`config.mk`:
```
export PLATFORM = sky130hd
export DESIGN_NAME = sub_serial
export DESIGN_NICKNAME = d
export VERILOG_FILES = /design/src/rtl/adders_pkg.sv /design/src/rtl/sub1bit.sv /design/src/rtl/sub_serial.sv
export SDC_FILE = /design/constraint.sdc
export NUM_CORES = 1
export LEC_CHECK = 0
export ABC_AREA = 1
export BUFFER_PORTS_ARGS = -buffer_cell sky130_fd_sc_hd__buf_2
export CORE_ASPECT_RATIO = 0.9
export CORE_MARGIN = 3
export CORE_UTILIZATION = 45
export CTS_BUF_LIST = sky130_fd_sc_hd__clkbuf_4 sky130_fd_sc_hd__clkbuf_8
export DETAILED_ROUTE_END_ITERATION = 12
export GPL_ROUTABILITY_DRIVEN = 0
export GPL_TIMING_DRIVEN = 0
export PLACE_DENSITY = 0.75
export SYNTH_ARGS = -nofsm -noshare
export SYNTH_HDL_FRONTEND = slang
export SYNTH_SLANG_ARGS = --single-unit
```
`constraint.sdc`:
```
create_clock -name clk -period 1.2 [get_ports clk]
set_input_delay 0.24 -clock clk [delete_from_list [all_inputs] [get_ports clk]]
set_output_delay 0.24 -clock clk [all_outputs]
set_load 0.005 [all_outputs]
```
`src/rtl/adders_pkg.sv`:
```
// adders_pkg: shared constants for the adders library (FSM state encoding,
// default operand width).
package adders_pkg;

  localparam int ADD_WIDTH_DEF = 4;

  typedef enum logic [1:0] {
    ST_IDLE = 2'd0,
    ST_RUN  = 2'd1,
    ST_DONE = 2'd2
  } state_t;

endpackage

```
`src/rtl/sub1bit.sv`:
```
// sub1bit: combinational full subtractor, d = a - b - br_in with borrow out.
module sub1bit (
  input  logic a,
  input  logic b,
  input  logic br_in,
  output logic d,
  output logic br_out
);

  assign d      = a ^ b ^ br_in;
  assign br_out = (~a & b) | (~(a ^ b) & br_in);

endmodule

```
`src/rtl/sub_serial.sv`:
```
// sub_serial: bit-serial a - b - b_in, LSB first, with start/busy/done handshake.
// Define SUB_SERIAL_OVF_EN to add the signed-overflow output ovf.
module sub_serial
  import adders_pkg::*;
#(
  parameter int WIDTH = ADD_WIDTH_DEF
) (
  input  logic             clk,
  input  logic             rst_n,
  input  logic             start,
  input  logic [WIDTH-1:0] a,
  input  logic [WIDTH-1:0] b,
  input  logic             b_in,
  output logic             busy,
  output logic             done,
  output logic [WIDTH-1:0] diff,
  output logic             b_out
`ifdef SUB_SERIAL_OVF_EN
  ,
  output logic             ovf
`endif
);

  localparam int CW = (WIDTH > 1) ? $clog2(WIDTH) : 1;
  localparam logic [CW-1:0] CNT_LAST = CW'(WIDTH - 1);
  localparam logic [CW-1:0] CNT_ONE  = CW'(1);

  state_t           state_r;
  state_t           state_next_s;
  logic [WIDTH-1:0] a_sh_r;
  logic [WIDTH-1:0] b_sh_r;
  logic [WIDTH-2:0] res_r;
  logic [WIDTH-1:0] res_next_s;
  logic             br_r;
  logic [CW-1:0]    cnt_r;
  logic             d_s;
  logic             br_next_s;
`ifdef SUB_SERIAL_OVF_EN
  logic             a_msb_r;
  logic             b_msb_r;
`endif

  sub1bit u_bit (
    .a      (a_sh_r[0]),
    .b      (b_sh_r[0]),
    .br_in  (br_r),
    .d      (d_s),
    .br_out (br_next_s)
  );

  // The result bit of this cycle enters from the MSB side; the LSB falls off.
  assign res_next_s = {d_s, res_r};

  // Next-state logic for the IDLE/RUN/DONE sequence.
  always_comb begin
    state_next_s = state_r;
    case (state_r)
      ST_IDLE: begin
        if (start) state_next_s = ST_RUN;
        else       state_next_s = ST_IDLE;
      end
      ST_RUN: begin
        if (cnt_r == CNT_LAST) state_next_s = ST_DONE;
        else                   state_next_s = ST_RUN;
      end
      ST_DONE: state_next_s = ST_IDLE;
      default: state_next_s = ST_IDLE;
    endcase
  end

  // State register.
  always_ff @(posedge clk or negedge rst_n) begin
    if (!rst_n) state_r <= ST_IDLE;
    else        state_r <= state_next_s;
  end

  // Handshake outputs registered from the next state so they align with it.
  always_ff @(posedge clk or negedge rst_n) begin
    if (!rst_n) begin
      busy <= 1'b0;
      done <= 1'b0;
    end else begin
      busy <= (state_next_s != ST_IDLE);
      done <= (state_next_s == ST_DONE);
    end
  end

  // Operand capture, serial datapath and result publication.
  always_ff @(posedge clk or negedge rst_n) begin
    if (!rst_n) begin
      a_sh_r  <= '0;
      b_sh_r  <= '0;
      res_r   <= '0;
      br_r    <= 1'b0;
      cnt_r   <= '0;
      diff    <= '0;
      b_out   <= 1'b0;
`ifdef SUB_SERIAL_OVF_EN
      a_msb_r <= 1'b0;
      b_msb_r <= 1'b0;
      ovf     <= 1'b0;
`endif
    end else begin
      case (state_r)
        ST_IDLE: begin
          if (start) begin
            a_sh_r  <= a;
            b_sh_r  <= b;
            br_r    <= b_in;
            res_r   <= '0;
            cnt_r   <= '0;
`ifdef SUB_SERIAL_OVF_EN
            a_msb_r <= a[WIDTH-1];
            b_msb_r <= b[WIDTH-1];
`endif
          end
        end
        ST_RUN: begin
          a_sh_r <= {1'b0, a_sh_r[WIDTH-1:1]};
          b_sh_r <= {1'b0, b_sh_r[WIDTH-1:1]};
          br_r   <= br_next_s;
          res_r  <= res_next_s[WIDTH-1:1];
          // Counter stops at the last bit so it never wraps inside an operation.
          if (cnt_r == CNT_LAST) begin
            diff  <= res_next_s;
            b_out <= br_next_s;
`ifdef SUB_SERIAL_OVF_EN
            ovf   <= (a_msb_r ^ b_msb_r) & (d_s ^ a_msb_r);
`endif
          end else begin
            cnt_r <= cnt_r + CNT_ONE;
          end
        end
        ST_DONE: begin
          br_r <= br_r;
        end
        default: begin
          cnt_r <= '0;
        end
      endcase
    end
  end

endmodule

```
==> run_results.csv, run 1 <==
group,metric,value,unit
outcome,status,"complete, no violations",
final_layout,drive_gt1_frac,0.2349,
logic_synthesis,synth.area.top_cells,"dfrtp_1 (55%), nand2_1 (18%), inv_1 (6.8%)",
clock_network,cts.path.max_buffers,2,
drt,vias_per_cell,4.822,
floorplanning,die_h,51.88,um
power_and_ir_drop,p_per_area,2503,nW/um^2
logic_synthesis,seq_area_frac_synth,0.5470,
job,drv_cap,0,
placement,pre_cts_slack,37.49,ps
timing,relSlewSlack,0.6571,
min_path,min_from,"a[3]",
logic_synthesis,synth_top_cell_area_share,0.5470,
timing,whs,121.2,ps
global_routing,grt_start_max_net_pins,24,
final_layout,most-common-layout-cells,"nand2_1 (50), dfrtp_1 (23), buf_2 (19), inv_1 (18), nand3_1 (14)",
min_path,hp-class,"input port to register",
critical_path,cp.required,1460,ps
timing,post-route-period-util,0.9656,
timing,slew_violations,0,
final_layout,n_fill_cell,197,
floorplanning,dieArea,2955,sq um
clock_network,clk_pin_slew_worst_paths,120,ps
timing,hold_viol,0,
critical_path,end_kind,"register",
power_and_ir_drop,ir_drop,1.496,mV
critical_path,critPathKind,"register to register",
drt,wl_met3,138,um
final_layout,final_nets,164,
logic_synthesis,post_synth_num_cell_types,17,
clock_network,cts.sinks,23,
global_routing,track_usage,0.1457,
drt,postRouteAntennaNets,0,
clock_network,cts_buffers,3,
drt,vias,839,
logic_synthesis,synth_largest_area_cell,"dfrtp_1",
timing,grt_setup_unrepaired,"true",
final_layout,area_delta_synth_final,16.77,%
power_and_ir_drop,leakagePower,0.0007155,uW
drt,post_drt_wl_per_cell,11.67,um
placement,portBuffers,18,
power_and_ir_drop,power.total,3076,uW
logic_synthesis,synth_nets,139,
timing,fin_ws,41.33,ps
final_layout,final_cells,174,
clock_network,insertion_delay,310,ps
timing,fmax,863.1,MHz
critical_path,r2r_start,"br_r",
drt,dr.pass1.iters,5,
floorplanning,rows,15,
timing,setup_viol,0,
critical_path,ff2ff_path_depth,4,
min_path,hold_end,"a_sh_r[3]",
clock_network,cts.htree.levels,1,
critical_path,reg2reg_slack,40,ps
final_layout,mostFrequentLayoutCell,"nand2_1",
timing,worstMarginPinSlew,514.4,ps
global_routing,grt_pass1_wl,3.381,mm
floorplanning,core,2064,sq um
placement,post-place-cells,168,
drt,highest_layer,"met3",
critical_path,worstReg2RegEnd,"res_r[2]",
timing,skew,3.876,ps
logic_synthesis,ys.warnings.count,0,
final_layout,fin_util,0.5952,
drt,wl_met2,912,um
floorplanning,io_pins,19,
placement,hpwl,1.431,mm
global_routing,grt_pass1_vias,778,
drt,wl_met1,979,um
logic_synthesis,ys_seq_elements,23,
clock_network,cts_tree,"yes",
critical_path,crit_path_max_fanout,2,
logic_synthesis,syn_avg_cell_area,8.418,sq um
drt,drt_iter0_drc,19,
final_layout,antenna_cells,0,
drt,wl,2.030,mm
floorplanning,die_width,56.97,um
critical_path,critPathLaunchType,"register",
drt,drcViolationCount,0,
timing,finalCriticalPeriod,1159,ps
global_routing,antenna_found_initial,0,
logic_synthesis,synth_area,1052,sq um
floorplanning,initial_core_util,0.5097,
global_routing,overflow,0,
clock_network,cts-root-buf,"clkbuf_4",
logic_synthesis,syn_inst,125,
min_path,worstHoldPathCells,3,
critical_path,cp.arrival,1420,ps
synth_stat cells (all sizes together):
cell	count
ha	1
nand3	15
nor2	2
a21oi	1
dfrtp	23
nand4	2
nand2	53
fa	1
buf	2
o21ai	3
inv	22
what timing repair did:
action,in CTS,in global routing
endpoints found under the setup margin,0,9
buffers inserted,0,1
hold endpoints to repair,23,0
hold buffers,1,0
resized for setup,0,4
where the power goes:
group / total [uW] / leakage (uW) / switching, uW / internal, uW
Sequential: 1300 / 0.000286 / 188 / 1110
Combinational: 1420 / 0.000412 / 848 / 569
Clock: 357 / 0.0000177 / 233 / 125
cells by family (layout without fill, tap and decap cells):
kind of cell	after synthesis	after routing	synth area share
and+or+nand+nor	72	72	0.3008
buffers and inverters	24	48	0.09869
DFF	23	23	0.5470
AOI/OAI and AO/OA	4	4	0.02259
adders and majority gates	2	2	0.03091
how the worst max path moves through the flow:
stage,startpoint,endpoint,slack [ps],cells past startpoint
floorplan,b_sh_r[0],res_r[2],110,4
CTS,cnt_r[0],cnt_r[1],10,5
global placement,b_sh_r[0],res_r[2],50,4
detailed placement,cnt_r[0],cnt_r[1],40,5
finish,br_r,res_r[2],40,4
global route,br_r,res_r[2],-20,4
worst max-delay path: stages (launching register included):
cell and delay, ps:
dfrtp_1 380, inv_2 40, fa_1 560, nand2_1 70, nand2_1 60
cell type report:
cell class                      instances  area [sq um]  area share
Sequential cell                        23         575.6      0.4684
Multi-Input combinational cell         78         382.9      0.3116
Timing Repair Buffer                   20         107.6     0.08758
Inverter                               22         87.58     0.07128
Tap cell                               25         31.28     0.02546
Clock buffer                            3         22.52     0.01833
Buffer                                  2         16.27     0.01324
Clock inverter                          1         5.005    0.004073
state kept, by name, indices dropped and copies added (netlist names):
name and count:
b_out 1, state_r 2, br_r 1, diff 4, done 1, b_sh_r 4, a_sh_r 4, cnt_r 2
res_r 3, busy 1
metal layers:
layer,vias up,GRT usage
li1,424,-
met1,386,0.1884
met4,0,0.01158
met5,-,0
met3,0,0.05459
met2,29,0.2433
through the flow:
stage	area (sq um)	TNS [ps]
final	1229	0
after global routing	1229	-32.87
after CTS	1211	0
after detailed placement	1174	0
after global placement	1174	0
after floorplan	1052	0
Note: power is estimated with default switching activity, not from simulation.
==> run 2: changes to the inputs <==
Settings changed: RECOVER_POWER from default to 25.
==> run_results.csv, run 2 (synthesized netlist as in run 1, its figures left out) <==
group,metric,value,unit
outcome,status,"complete, no violations",
critical_path,slowest_delay,560,ps
floorplanning,core,2064,sq um
drt,postRouteAntennaNets,0,
global_routing,grt_start_max_net_pins,24,
final_layout,drive_gt1_frac,0.2349,
power_and_ir_drop,p_per_area,2499,nW/um^2
final_layout,antenna_cells,0,
critical_path,path_delay_family,"adder cells",
min_path,hp-class,"input port to register",
clock_network,insertion_delay,310,ps
final_layout,area_delta_synth_final,16.77,%
timing,relSlewSlack,0.6176,
drt,post_drt_wl_per_cell,11.63,um
timing,setup_viol,0,
clock_network,cts_buffers,3,
final_layout,most-common-layout-cells,"nand2_1 (50), dfrtp_1 (23), buf_2 (18), inv_1 (18), nand3_1 (14)",
critical_path,crit_path_max_fanout,2,
critical_path,end_kind,"register",
critical_path,critPathLaunchType,"register",
global_routing,grt_pass1_vias,778,
timing,slew_violations,0,
global_routing,overflow,0,
clock_network,cts.path.max_buffers,2,
timing,worstMarginPinSlew,573.5,ps
placement,place_area,1174,sq um
critical_path,cp.arrival,1410,ps
critical_path,reg2reg_slack,50,ps
placement,hpwl,1.431,mm
timing,skew,3.062,ps
clock_network,clk_pin_slew_worst_paths,120,ps
timing,fmax,866.5,MHz
clock_network,cts_tree,"yes",
drt,drcViolationCount,0,
critical_path,cp_num_buf_inv,1,
final_layout,final_nets,164,
drt,wl,2.024,mm
timing,whs,124.6,ps
floorplanning,die_h,51.88,um
final_layout,layout_top_registers,"a_sh_r (4), b_sh_r (4), diff (4)",
critical_path,crit_chain,"inv_2, fa_1, nand2_1, nand2_1",
power_and_ir_drop,leakagePower,0.0007158,uW
critical_path,cp.required,1460,ps
critical_path,cpMaxStageDelayCell,"fa_1",
critical_path,critPathKind,"register to register",
clock_network,cts-root-buf,"clkbuf_4",
floorplanning,die_width,56.97,um
final_layout,mostFrequentLayoutCell,"nand2_1",
global_routing,track_usage,0.1457,
timing,finalCriticalPeriod,1154,ps
timing,grt_setup_unrepaired,"true",
power_and_ir_drop,ir_drop,1.494,mV
floorplanning,initial_core_util,0.5097,
final_layout,design_area,1229,sq um
floorplanning,io_pins,19,
timing,hold_viol,0,
drt,dr.pass1.iters,5,
global_routing,grt_pass1_wl,3.381,mm
drt,drt_iter0_drc,19,
clock_network,cts.sinks,23,
drt,vias,844,
global_routing,antenna_found_initial,0,
clock_network,cts.htree.levels,1,
final_layout,n_fill_cell,197,
timing,post-route-period-util,0.9617,
job,drv_cap,0,
floorplanning,dieArea,2955,sq um
floorplanning,rows,15,
placement,portBuffers,18,
critical_path,cpMostUsedCell,"nand2_1",
drt,vias_per_cell,4.851,
-- run 2: cell types whose count changed in the layout (fill, tap and decap cells not counted), sizes merged --
cell    delta
clkbuf     +1
buf        -1
-- run 2: what timing repair did --
item	CTS	global route
buffers inserted	0	1
hold endpoints to repair	23	0
resized for setup	0	4
setup endpoints to repair	0	9
hold buffers	1	0
-- run 2: per-stage QoR --
| stage | utilization | total power (uW) | worst slack [ps] | TNS [ps] | cells |
|---|---|---|---|---|---|
| after floorplan | - | 2273 | 114.9 | 0 | 125 |
| after global placement | 0.5685 | 2597 | 54.16 | 0 | 168 |
| after detailed placement | 0.5685 | 2671 | 37.49 | 0 | 168 |
| after CTS | 0.5867 | 3040 | 10.80 | 0 | 173 |
| after global routing | 0.5952 | 3360 | -23.16 | -32.87 | 174 |
| final | 0.5952 | 3070 | 45.92 | 0 | 174 |
-- run 2: path summary, 6_finish.rpt --
| path | start | endpoint | depth (start not counted) |
|---|---|---|---|
| hold reg to reg | diff[1] | diff[1] | 2 |
| setup reg to reg | br_r | res_r[2] | 4 |
| setup / recovery | br_r | res_r[2] | 4 |
| hold / removal | a[3] | a_sh_r[3] | 3 |
| min in group asynchronous | rst_n | cnt_r[1] | 2 |
| max in group asynchronous | rst_n | res_r[1] | 2 |
-- run 2: final cells by class --
type                       instances  area (sq um)  area share
clock inverter                     1         5.005    0.004073
tap                               25         31.28     0.02546
sequential                        23         575.6      0.4684
timing repair buffer              20         107.6     0.08758
inverter                          22         87.58     0.07128
multi-input combinational         78         382.9      0.3116
buffer                             2         16.27     0.01324
clock buffer                       3         22.52     0.01833
-- run 2: worst register-to-register path, cell delays in order, from the launching register on --
cell and delay (ps):
dfrtp_1 380, inv_2 40, fa_1 560, nand2_1 60
nand2_1 60
-- run 2: power by group --
| group | switching, uW | internal (uW) |
|---|---|---|
| sequential | 189 | 1110 |
| clock | 230 | 125 |
| combinational | 844 | 569 |
| total | 1260 | 1810 |
-- run 2: layer usage --
metal  track usage  vias up  part of all wire
met5             0        -                 0
met2        0.2433       24              0.45
li1              -      424                 -
met3       0.05459        2             0.063
met1        0.1884      394              0.48
met4       0.01158        0            0.0030
==> run 3: changes to the inputs <==
Settings changed: ABC_AREA 1 to default.
==> run_results.csv, run 3 <==
group,metric,value,unit
floorplanning,die_width,56.00,um
clock_network,cts.htree.levels,1,
global_routing,overflow,0,
floorplanning,dieArea,2855,sq um
critical_path,cp.required,1400,ps
floorplanning,io_pins,19,
final_layout,final_nets,129,
placement,portBuffers,18,
placement,place_area,1145,sq um
critical_path,slowest_delay,490,ps
logic_synthesis,post_synth_num_cell_types,22,
logic_synthesis,syn_avg_cell_area,11.91,sq um
timing,fmax,792.2,MHz
global_routing,grt_pass1_wl,3.049,mm
final_layout,mostFrequentLayoutCell,"dfrtp_1",
global_routing,antenna_found_initial,0,
critical_path,crit_path_max_fanout,2,
logic_synthesis,synth_nets,99,
drt,postRouteAntennaNets,0,
final_layout,antenna_cells,0,
global_routing,track_usage,0.1367,
floorplanning,die_h,51.00,um
global_routing,grt_start_max_net_pins,24,
critical_path,cp.arrival,1460,ps
timing,setup_viol,4,
timing,final.setup.tns,-85.44,ps
critical_path,end_kind,"register",
final_layout,fin_util,0.6167,
min_path,hp-class,"input port to register",
outcome,status,"finished, violations left",
logic_synthesis,synth_largest_area_cell,"dfrtp_1",
clock_network,cts.sinks,23,
logic_synthesis,yosys.cell_count.top_type,"dfrtp_1",
logic_synthesis,seq_area_frac_synth,0.5686,
logic_synthesis,synthArstFlopShare,1.000,
logic_synthesis,synth_area,1012,sq um
critical_path,critPathLaunchType,"register",
power_and_ir_drop,leakagePower,0.0006643,uW
power_and_ir_drop,p_per_area,2495,nW/um^2
logic_synthesis,ys.warnings.count,0,
floorplanning,initial_core_util,0.4994,
timing,slew_violations,0,
placement,post-place-cells,128,
logic_synthesis,ys_seq_elements,23,
floorplanning,core,2027,sq um
logic_synthesis,synth_top_flop_cell,"dfrtp_1",
floorplanning,rows,15,
final_layout,seq_area,575.6,sq um
drt,drt_iter0_drc,24,
final_layout,n_fill_cell,180,
drt,drcViolationCount,0,
timing,finalCriticalPeriod,1262,ps
final_layout,design_area,1250,sq um
outcome,violations,"setup timing",
timing,skew,6.723,ps
drt,dr.pass1.iters,5,
logic_synthesis,synth_top_cell_area_share,0.5686,
final_layout,multi_input_area,382.9,sq um
clock_network,clk_pin_slew_worst_paths,120,ps
job,drv_cap,0,
drt,wl,1.764,mm
timing,grt_setup_unrepaired,"true",
drt,post_drt_wl_per_cell,12.69,um
logic_synthesis,syn_inst,85,
clock_network,cts_buffers,3,
final_layout,most-common-layout-cells,"dfrtp_1 (23), buf_2 (18), inv_1 (13), buf_4 (8)",
clock_network,cts.path.max_buffers,2,
timing,post-route-period-util,1.052,
global_routing,grt_pass1_vias,700,
final_layout,layout_top_registers,"a_sh_r (4), b_sh_r (4), diff (4)",
critical_path,critPathKind,"register to register",
timing,hold_viol,0,
drt,vias_per_cell,5.345,
critical_path,cpMaxStageDelayCell,"fa_1",
power_and_ir_drop,ir_drop,1.164,mV
timing,worstMarginPinSlew,560.8,ps
logic_synthesis,synth-edff-count,0,
clock_network,insertion_delay,310,ps
logic_synthesis,synth.top_cells.by_count,"dfrtp_1 (23), inv_1 (15), a222oi_1 (7), nor2_1 (7)",
timing,relSlewSlack,0.6262,
power_and_ir_drop,power.total,3118,uW
clock_network,cts-root-buf,"clkbuf_4",
final_layout,drive_gt1_frac,0.3947,
placement,hpwl,1.242,mm
final_layout,area_delta_synth_final,23.49,%
clock_network,cts_tree,"yes",
drt,vias,743,
logic_synthesis,synth.area.top_cells,"dfrtp_1 (57%), a222oi_1 (6.9%), inv_1 (5.6%)",
final_layout,final_cells,139,
timing,fin_ws,-62.30,ps
critical_path,crit_chain,"inv_2, fa_1, mux2_2",
## run 3: per-stage QoR
stage                     hold slack, ps  setup slack (ps)
after global placement             233.7            -54.87
final                              207.7            -62.30
after floorplan                   -55.59            -11.65
after CTS                          206.4            -61.44
after detailed placement           233.1            -47.31
after global routing               203.0            -115.2
## run 3: worst paths after layout
check                          start        end  slack (ps)  depth (start not counted)
setup / recovery           b_sh_r[0]    diff[3]         -60                          3
hold / removal                  a[3]  a_sh_r[3]         210                          3
setup reg to reg           b_sh_r[0]    diff[3]         -60                          3
hold reg to reg            a_sh_r[3]  a_sh_r[3]         510                          2
max in group asynchronous      rst_n    diff[2]         390                          2
min in group asynchronous      rst_n   cnt_r[1]         440                          2
## run 3: cell families (layout without fill, tap and decap cells)
logic type | count (synthesis) | after routing | synth area share
and+or+nand+nor | 18 | 18 | 0.08900
AOI/OAI and AO/OA | 16 | 16 | 0.1533
buffers and inverters | 19 | 48 | 0.08405
adders and majority gates | 2 | 2 | 0.03214
xor gates and xnor gates | 1 | 1 | 0.008654
DFF | 23 | 23 | 0.5686
muxes | 6 | 6 | 0.06427
## run 3: what timing repair did
item / 4_1_cts / 5_1_grt
gates resized for setup: 4 / 1
endpoints found under the setup margin: 12 / 14
hold endpoints to repair: 23 / 0
pin swaps: 4 / 7
hold buffers: 1 / 0
buffers inserted: 2 / 5
## run 3: worst max-delay path, delay by kind of cell, from the launching register on
kind                       cells  cell delay, ps
adders and majority gates      1             490
muxes                          1             270
DFF                            1             360
buffers and inverters          1              50
## run 3: layout make-up
type                    instances  share of cell area
clock inverters                 1            0.004004
multi-input cells              43              0.3063
plain buffers                   3             0.01902
inverters                      15             0.04505
well taps                      25             0.02503
flip-flops and latches         23              0.4605
repair buffers                 26              0.1221
clock buffers                   3             0.01802
## run 3: metal layers
layer	global-route usage	part of all wire
met5	0	0
met4	0.02372	0.0062
met3	0.05556	0.058
met2	0.2179	0.46
met1	0.1783	0.47
## run 3: power by group
part           leakage [uW]  switching (uW)  internal (uW)
combinational      0.000364             695            793
clock             0.0000177             219            124
sequential         0.000282             163           1120
